`src/rtl/multi_channel_timer.sv`:
```
// Multi-channel system timer: NUM_CH independent prescaled down-counters behind
// a simple sel/addr/wen bus, each with periodic/one-shot mode and a W1C expiry flag.
`timescale 1ns/1ps
module multi_channel_timer #(
  parameter int NUM_CH  = 4,
  parameter int CNT_W   = 32,
  parameter int PRESC_W = 8,
  parameter int ADDR_W  = 5
) (
  input  logic              clk,
  input  logic              rst_n,
  input  logic              sel,
  input  logic [ADDR_W-1:0] addr,
  input  logic [31:0]       wdata,
  input  logic              wen,
  output logic [31:0]       rdata,
  output logic              irq
);

  localparam int CH_W = ADDR_W - 2;
  localparam logic [ADDR_W-1:0] IRQ_STAT_ADDR = ADDR_W'(4 * NUM_CH);
  localparam logic [ADDR_W-1:0] FLAGS_ADDR    = ADDR_W'(4 * NUM_CH + 1);

  logic [NUM_CH-1:0]  en, ie, oneshot, flag;
  logic [PRESC_W-1:0] presc [NUM_CH];
  logic [PRESC_W-1:0] pcnt  [NUM_CH];
  logic [CNT_W-1:0]   load  [NUM_CH];
  logic [CNT_W-1:0]   val   [NUM_CH];

  logic              wr, rd, in_ch;
  logic [CH_W-1:0]   ch_sel;
  logic [1:0]        off;
  logic [NUM_CH-1:0] ch_hit, ctrl_wr, load_wr, val_wr, flag_clr, tick, expire;
  logic [31:0]       rd_data;
  logic              unused_wdata;

  assign wr     = sel & wen;
  assign rd     = sel & ~wen;
  assign ch_sel = addr[ADDR_W-1:2];
  assign off    = addr[1:0];
  assign in_ch  = addr < IRQ_STAT_ADDR;
  assign unused_wdata = ^wdata;

  // NOTE: every combinational output gets a default first so no latch is inferred.
  always_comb begin
    ch_hit   = '0;
    ctrl_wr  = '0;
    load_wr  = '0;
    val_wr   = '0;
    flag_clr = '0;
    tick     = '0;
    expire   = '0;
    for (int n = 0; n < NUM_CH; n++) begin
      ch_hit[n]   = in_ch && (ch_sel == CH_W'(n));
      ctrl_wr[n]  = wr && ch_hit[n] && (off == 2'd0);
      load_wr[n]  = wr && ch_hit[n] && (off == 2'd1);
      val_wr[n]   = wr && ch_hit[n] && (off == 2'd2);
      flag_clr[n] = (ctrl_wr[n] && wdata[16]) || (wr && (addr == IRQ_STAT_ADDR) && wdata[n]);
      tick[n]     = en[n] && (pcnt[n] == presc[n]);
      expire[n]   = tick[n] && (val[n] == '0);
    end
  end

  // NOTE: all state, including the per-channel register arrays, is cleared by
  // reset and updated with non-blocking assignments only.
  always_ff @(posedge clk or negedge rst_n) begin
    if (!rst_n) begin
      en      <= '0;
      ie      <= '0;
      oneshot <= '0;
      flag    <= '0;
      for (int n = 0; n < NUM_CH; n++) begin
        presc[n] <= '0;
        pcnt[n]  <= '0;
        load[n]  <= '0;
        val[n]   <= '0;
      end
    end else begin
      for (int n = 0; n < NUM_CH; n++) begin
        if (val_wr[n] || !en[n] || tick[n]) pcnt[n] <= '0;
        else                                pcnt[n] <= pcnt[n] + PRESC_W'(1);

        // A software VAL write takes precedence over the tick's decrement/reload.
        if (val_wr[n])                        val[n] <= wdata[CNT_W-1:0];
        else if (tick[n] && val[n] != '0)     val[n] <= val[n] - CNT_W'(1);
        else if (expire[n] && !oneshot[n])    val[n] <= load[n];

        // Hardware expiry beats a simultaneous W1C from either path.
        if (expire[n])        flag[n] <= 1'b1;
        else if (flag_clr[n]) flag[n] <= 1'b0;

        if (ctrl_wr[n]) begin
          en[n]      <= wdata[0];
          ie[n]      <= wdata[1];
          oneshot[n] <= wdata[2];
          presc[n]   <= wdata[8 +: PRESC_W];
        end else if (expire[n] && oneshot[n]) begin
          en[n] <= 1'b0;
        end

        if (load_wr[n]) load[n] <= wdata[CNT_W-1:0];
      end
    end
  end

  always_comb begin
    rd_data = '0;
    if (in_ch) begin
      for (int n = 0; n < NUM_CH; n++) begin
        if (ch_hit[n]) begin
          case (off)
            2'd0:    rd_data = {15'b0, flag[n], 8'(presc[n]), 5'b0, oneshot[n], ie[n], en[n]};
            2'd1:    rd_data = 32'(load[n]);
            2'd2:    rd_data = 32'(val[n]);
            default: rd_data = '0;
          endcase
        end
      end
    end else if (addr == IRQ_STAT_ADDR) begin
      rd_data = 32'(flag & ie);
    end else if (addr == FLAGS_ADDR) begin
      rd_data = 32'(flag);
    end
  end

  always_ff @(posedge clk or negedge rst_n) begin
    if (!rst_n)  rdata <= '0;
    else if (rd) rdata <= rd_data;
  end

  assign irq = |(flag & ie);

endmodule

```
`config.mk`:
```
export PLATFORM = sky130hd
export DESIGN_NAME = multi_channel_timer
export DESIGN_NICKNAME = d
export VERILOG_FILES = /design/src/rtl/multi_channel_timer.sv
export SDC_FILE = /design/constraint.sdc
export NUM_CORES = 1
export LEC_CHECK = 0
export ABC_AREA = 1
export BUFFER_PORTS_ARGS = -buffer_cell sky130_fd_sc_hd__buf_2
export CORE_MARGIN = 2
export CORE_UTILIZATION = 40
export CTS_CLUSTER_SIZE = 8
export DETAILED_ROUTE_END_ITERATION = 16
export PLACE_DENSITY = 0.66
export SLEW_MARGIN = 15
export SYNTH_ARGS = -nofsm -noshare
export SYNTH_HDL_FRONTEND = slang
export SYNTH_SLANG_ARGS = --single-unit
```
`constraint.sdc`:
```
create_clock -name clk -period 4.15 [get_ports clk]
set_input_delay 0.83 -clock clk [delete_from_list [all_inputs] [get_ports clk]]
set_output_delay 0.83 -clock clk [all_outputs]
set_load 0.01 [all_outputs]
```
# [Word-level counts from Yosys, hierarchy flattened]
# Index checks and enable logic that the tools add are counted.
# W data, S select, Z words.
[totals] register_bits=368 latchBits=0 ramBits=0 romBits=0 in_bits=41 out_inout_bits=33 word_cells=193 n_memories=0
[op_classes] add_sub_neg=8 multipliers=0 div=0 order_cmp=1 n_eq_ne=11 shift=0 n_mux=43 bitwise_logic=5 n_reduce_logical=92
[op_table] operator="$mux W32" count=17
[op_table] operator="$pmux W32 S3" count=4
[op_table] operator="$logic_not A32 Y1" count=4
[op_table] operator="$reduce_bool A32 Y1" count=4
[op_table] operator="$sub A32 B1 Y32 const B" count=4
[op_table] operator="$logic_and A1 B1 Y1" count=49
[op_table] operator="$add A8 B1 Y8 const B" count=4
[op_table] operator="$eq A8 B8 Y1" count=4
[op_table] operator="$mux W8" count=4
[op_table] operator="$mux W1" count=16
[op_table] operator="$reduce_bool A2 Y1" count=8
[op_table] operator="$logic_or A1 B1 Y1" count=12
[op_table] operator="$reduce_bool A3 Y1" count=4
[op_table] operator="$eq A5 B5 Y1 const B" count=2
[op_table] operator="$and A4 B4 Y4" count=2
[op_table] operator="$logic_not A1 Y1" count=8
[op_table] operator="$mux W4" count=2
[op_table] operator="$eq A3 B2 Y1 const B" count=2
[op_table] operator="$lt A5 B5 Y1 const B" count=1
[op_table] operator="$reduce_or A4 Y1" count=1
[op_table] operator="$eq A3 B1 Y1 const B" count=1
[op_table] operator="$logic_not A3 Y1" count=1
[op_table] operator="$and A1 B1 Y1" count=2
[op_table] operator="$eq A2 B1 Y1 const B" count=1
[op_table] operator="other kinds (3)" count=3

# [Longest topological paths before layout]
[logic_depth] depth_word=8 mapped_depth=15 depth_no_buf=14

# [Worst setup path before layout]
# OpenSTA, ideal clock, no wires.
[synth_timing] path_type="input-to-reg" start="input port addr[3]" end="register val[57] (netlist bit)" setup_time_ns=0.117 arrival_ns=2.017 required_time_ns=4.033 path_slack_ns=2.016 path_stages=10 n_path_buf=1 cell_sequence="inv_1 nor2_1 nand2_1 nor3_4 inv_2 clkbuf_1 nor2_1 a21oi_1 nand2_1 nand2_1"
[synth_between] elab_chain_cells=5 elab_cells_between_ends=7 classes_between="order compare: 1; eq/ne: 1; mux: 1; reduce/logical: 4"
[synth_lines] item="start, declared" line="13" text="input logic [ADDR_W-1:0] addr,"
[synth_lines] item="$lt A5 B5 Y1 or $eq A3 B2 Y1 (tied branches)" line="41, 54"
[synth_lines] item="$logic_and A1 B1 Y1 *" line="54" text="ch_hit[n] = in_ch && (ch_sel == CH_W'(n));"
[synth_lines] item="$logic_and A1 B1 Y1 * (2 in series)" line="57" text="val_wr[n] = wr && ch_hit[n] && (off == 2'd2);"
[synth_lines] item="$reduce_bool A3 Y1 (no source line) or $mux W32 (tied branches)"
[synth_lines] item="end signal, assigned by index" line="84" text="if (val_wr[n]) val[n] <= wdata[CNT_W-1:0];"
[synth_lines] item="end signal, assigned by index" line="86" text="else if (expire[n] && !oneshot[n]) val[n] <= load[n];"
[synth_lines] item="end, declared" line="28" text="logic [CNT_W-1:0] val [NUM_CH];"
# Every way passes the cells marked *; elsewhere a longest branch is shown, timed or not.
# A chain may end at the register's enable or synchronous reset.

# [Worst setup path in the final report]
[layout_timing] start="register val[0] (netlist bit)" end="register val[0] (netlist bit)"
[layout_between] elab_chain_cells=4 elab_cells_between_ends=9 classes_between="add/sub: 1; mux: 2; reduce/logical: 6"
[layout_lines] item="parallel branches: the longest is 4 deep, another holds $sub A32 B1 Y32"
# Several ways; the timed one is not identified.

==> results_dict.tcl <==
set metrics [dict create \
    arrival_ns 3.59 \
    drtIter0Drc 3530 \
    yosys-top-cells-area "dfrtp_1, nand2_1, o21ai_0" \
    dieHeight_microns 248.1 \
    rsz0062_at_grt "no" \
    synth_area_leader_cell "dfrtp_1" \
    wl_per_cell_microns 23.87 \
    cp-start-kind "flip-flop" \
    clockBufferDepth 3 \
    io_buffers 73 \
    synth-async-reset-ratio_pct 100.0 \
    routed_wl_microns 105700 \
    area_growth_pct 11.30 \
    io_pins 74 \
    ys_ff_latch 368 \
    utilization_pct 45.02 \
    grt_pass1_vias 23505 \
    status "finished, final reports clean" \
    clock_skew_ns 0.02550 \
    syn-cell-area_sq_um 23830 \
    h-tree-depth 2 \
    final_common_cell "nand2_1" \
    track_usage_pct 34.38 \
    fmax_mhz 330.0 \
    pwr-share-comb_pct 29.8 \
    overflow 0 \
    synth_top_area_share_pct 38.65 \
    ys_types 50 \
    peakVddDrop_v 0.0003750 \
    antenna_found_initial 5 \
    cts.sinks 368 \
    rows 89 \
    grt_pass1_wl_microns 155800 \
    intPower_w 0.007673 \
    place_area_sq_um 25030 \
    syn_area_per_cell_sq_um 6.610 \
    die_area_sq_um 61540 \
    crit_required_ns 4.71 \
    synth_edf_count 0 \
    initial_core_util_pct 40.45 \
    cts_inserted_buffers 53 \
    p_sw_share_pct 40.11 \
    grt_start_max_net_pins 101 \
    avgViaCountPerCell 5.779 \
    ctsHoldBuffers 0 \
    fp.dieW_microns 248.1 \
    max_stage_delay_ns 0.54 \
    setup_tns_ns 0 \
    yosysWarnings 0 \
    cts_tree "done" \
    first_pass_iters 6 \
    fin_nets 3698 \
    path_class "flip-flop to flip-flop" \
    final_cell_mix "nand2_1, inv_1, nor2_1, dfrtp_1, o21ai_0" \
    yosysSeqAreaShare_pct 38.65 \
    drive_above_1_share_pct 6.701 \
    final-max-slew-violation-count 0 \
    cts-root-buf "clkbuf_16" \
    max-slew-margin-rel_pct 35.65 \
    cap_violations 0 \
    end_kind "flip-flop" \
    holdCritPathClass "input pin to async pin" \
    power_per_cell_area_nw_per_um2 483.1 \
    design_area_sq_um 26520 \
    fin_crit_sh_pct 73.01 \
    power.leakage_nw 12.92 \
    drc 0 \
    crit_slowest_cell "inv_2" \
    path_clk_slew_ns 0.05 \
    ys.flop_type "dfrtp_1" \
    ant_nets 0 \
    period_minus_slack_ns 3.030 \
    path_max_fanout 27 \
    core_area_sq_um 58910 \
    finalHoldViolations 0 \
    crit_top_cell "nor2_1" \
    synthCells 3605 \
    power_switching_w 0.005140 \
    synth_fp_nets 3658 \
    post_cts_buffers 0 \
    pwr-share-clk_pct 32.2 \
    ctsResizeCount 0 \
    p_seq_share_pct 38.0 \
    clk_latency_ns 0.64 \
    vias 25605 \
    final-setup-viol-count 0 \
    dpl.hpwl_microns 78990 \
    tightest_slew_ns 0.9652 \
    gp_congestion 1.036 \
    crit_chain "inv_1 -> ha_1 -> nand3_1 -> nor2_1 -> nand2_1 -> nor2_1 -> nand2_2 -> nand2_4 -> nand3_4 -> inv_2 -> nor2_1 -> nor2_1" \
]
registers in the layout, indices dropped and copies added (netlist names):
name and count:
load 128, pcnt 32, presc 32, val 128, oneshot 4, ie 4
rdata 32, en 4, flag 4
metrics by stage:
step                instances  worst slack (ns)  hold WS (ns)  total power (W)
floorplan                3605             2.016        0.4322         0.007095
global placement         4363            0.8277        0.4542         0.008581
detailed placement       4363            0.7842        0.4587         0.008566
CTS                      4429             1.246        0.2996          0.01269
global route             4429             1.034        0.3240          0.01342
finish                   4431             1.120        0.2324          0.01281
critical path: cells and delay by family (launching register included):
kind                     cells  cell delay (ns)
flip-flops                   1             0.38
adder cells (fa/ha/maj)      1             0.29
AND/OR/NAND/NOR              9             1.49
buffers and inverters        2             0.77
power groups by stage:
| stage | combinational, W | sequential [W] | clock (W) |
|---|---|---|---|
| 2_1_floorplan | 0.00251 | 0.00459 | 0 |
| 6_report | 0.00381 | 0.00487 | 0.00413 |
| 5_1_grt | 0.00421 | 0.00491 | 0.00431 |
| 4_1_cts | 0.00371 | 0.00482 | 0.00415 |
| 3_5_place_dp | 0.00369 | 0.00487 | 0 |
| 3_3_place_gp | 0.00370 | 0.00488 | 0 |
synth_stat cells, types with 2 or more instances:
library cell and n:
nand2_4 2, nor3_1 52, xor2_1 60, ha_1 12, and2_1 4, nand3b_1 5
clkbuf_1 83, o22ai_1 51, nor3_2 5, nor2_2 6, dfrtp_1 368, inv_1 414
nand3_4 2, nor2_1 413, a221o_1 4, nor4_1 2, xnor2_1 14, o21a_1 3
o221ai_1 22, a21oi_2 3, buf_2 38, buf_4 7, o2111ai_1 8, a21oi_1 109
a22o_1 2, nand2_2 4, a31oi_1 2, buf_1 9, o21ai_0 337, a211oi_1 4
o21ai_1 9, inv_2 16, buf_6 6, a31o_2 2, nor3_4 2, nor2_4 3
a221oi_1 18, nand2_1 1134, o211ai_1 14, nand3_1 289, nand4_1 50, clkinv_1 2
nor3b_1 8
per-layer routing:
layer	vias up	part of all wire, %	GRT usage [%]	wire length [microns]
met4	2	6.3	19.13	6676
met1	11942	41	47.16	43030
met3	316	12	8.059	12410
met2	1647	41	49.77	43610
met5	-	0.013	0	14
li1	11698	-	-	-
kinds of logic after synthesis:
| family | synth area share, % |
|---|---|
| AO/OA/AOI/OAI | 13.95 |
| XOR/XNOR | 2.720 |
| adder cells (fa/ha/maj) | 0.6301 |
| buffers and inverters | 9.578 |
| flip-flops | 38.65 |
| AND/OR/NAND/NOR | 34.47 |
final timing paths:
check | cells past startpoint | from | to | slack, ns
max in group asynchronous | 2 | rst_n | rdata[25] | 2.90
setup / recovery | 12 | val[0] | val[0] | 1.12
min in group clk | 3 | wdata[12] | presc[12] | 0.47
hold reg to reg | 1 | pcnt[8] | pcnt[8] | 0.47
hold / removal | 1 | rst_n | presc[19] | 0.23
setup reg to reg | 12 | val[0] | val[0] | 1.12
layout make-up:
cell class | count | area, sq um
Antenna cell | 2 | 5.005
Clock buffer | 63 | 1415
Clock inverter | 3 | 68.82
Fill cell | 6192 | 32390
Inverter | 432 | 1622
Multi-Input combinational cell | 2661 | 12380
Sequential cell | 368 | 9209
Tap cell | 773 | 967.2
Timing Repair Buffer | 129 | 858.3
(Power assumes the default switching activity.)
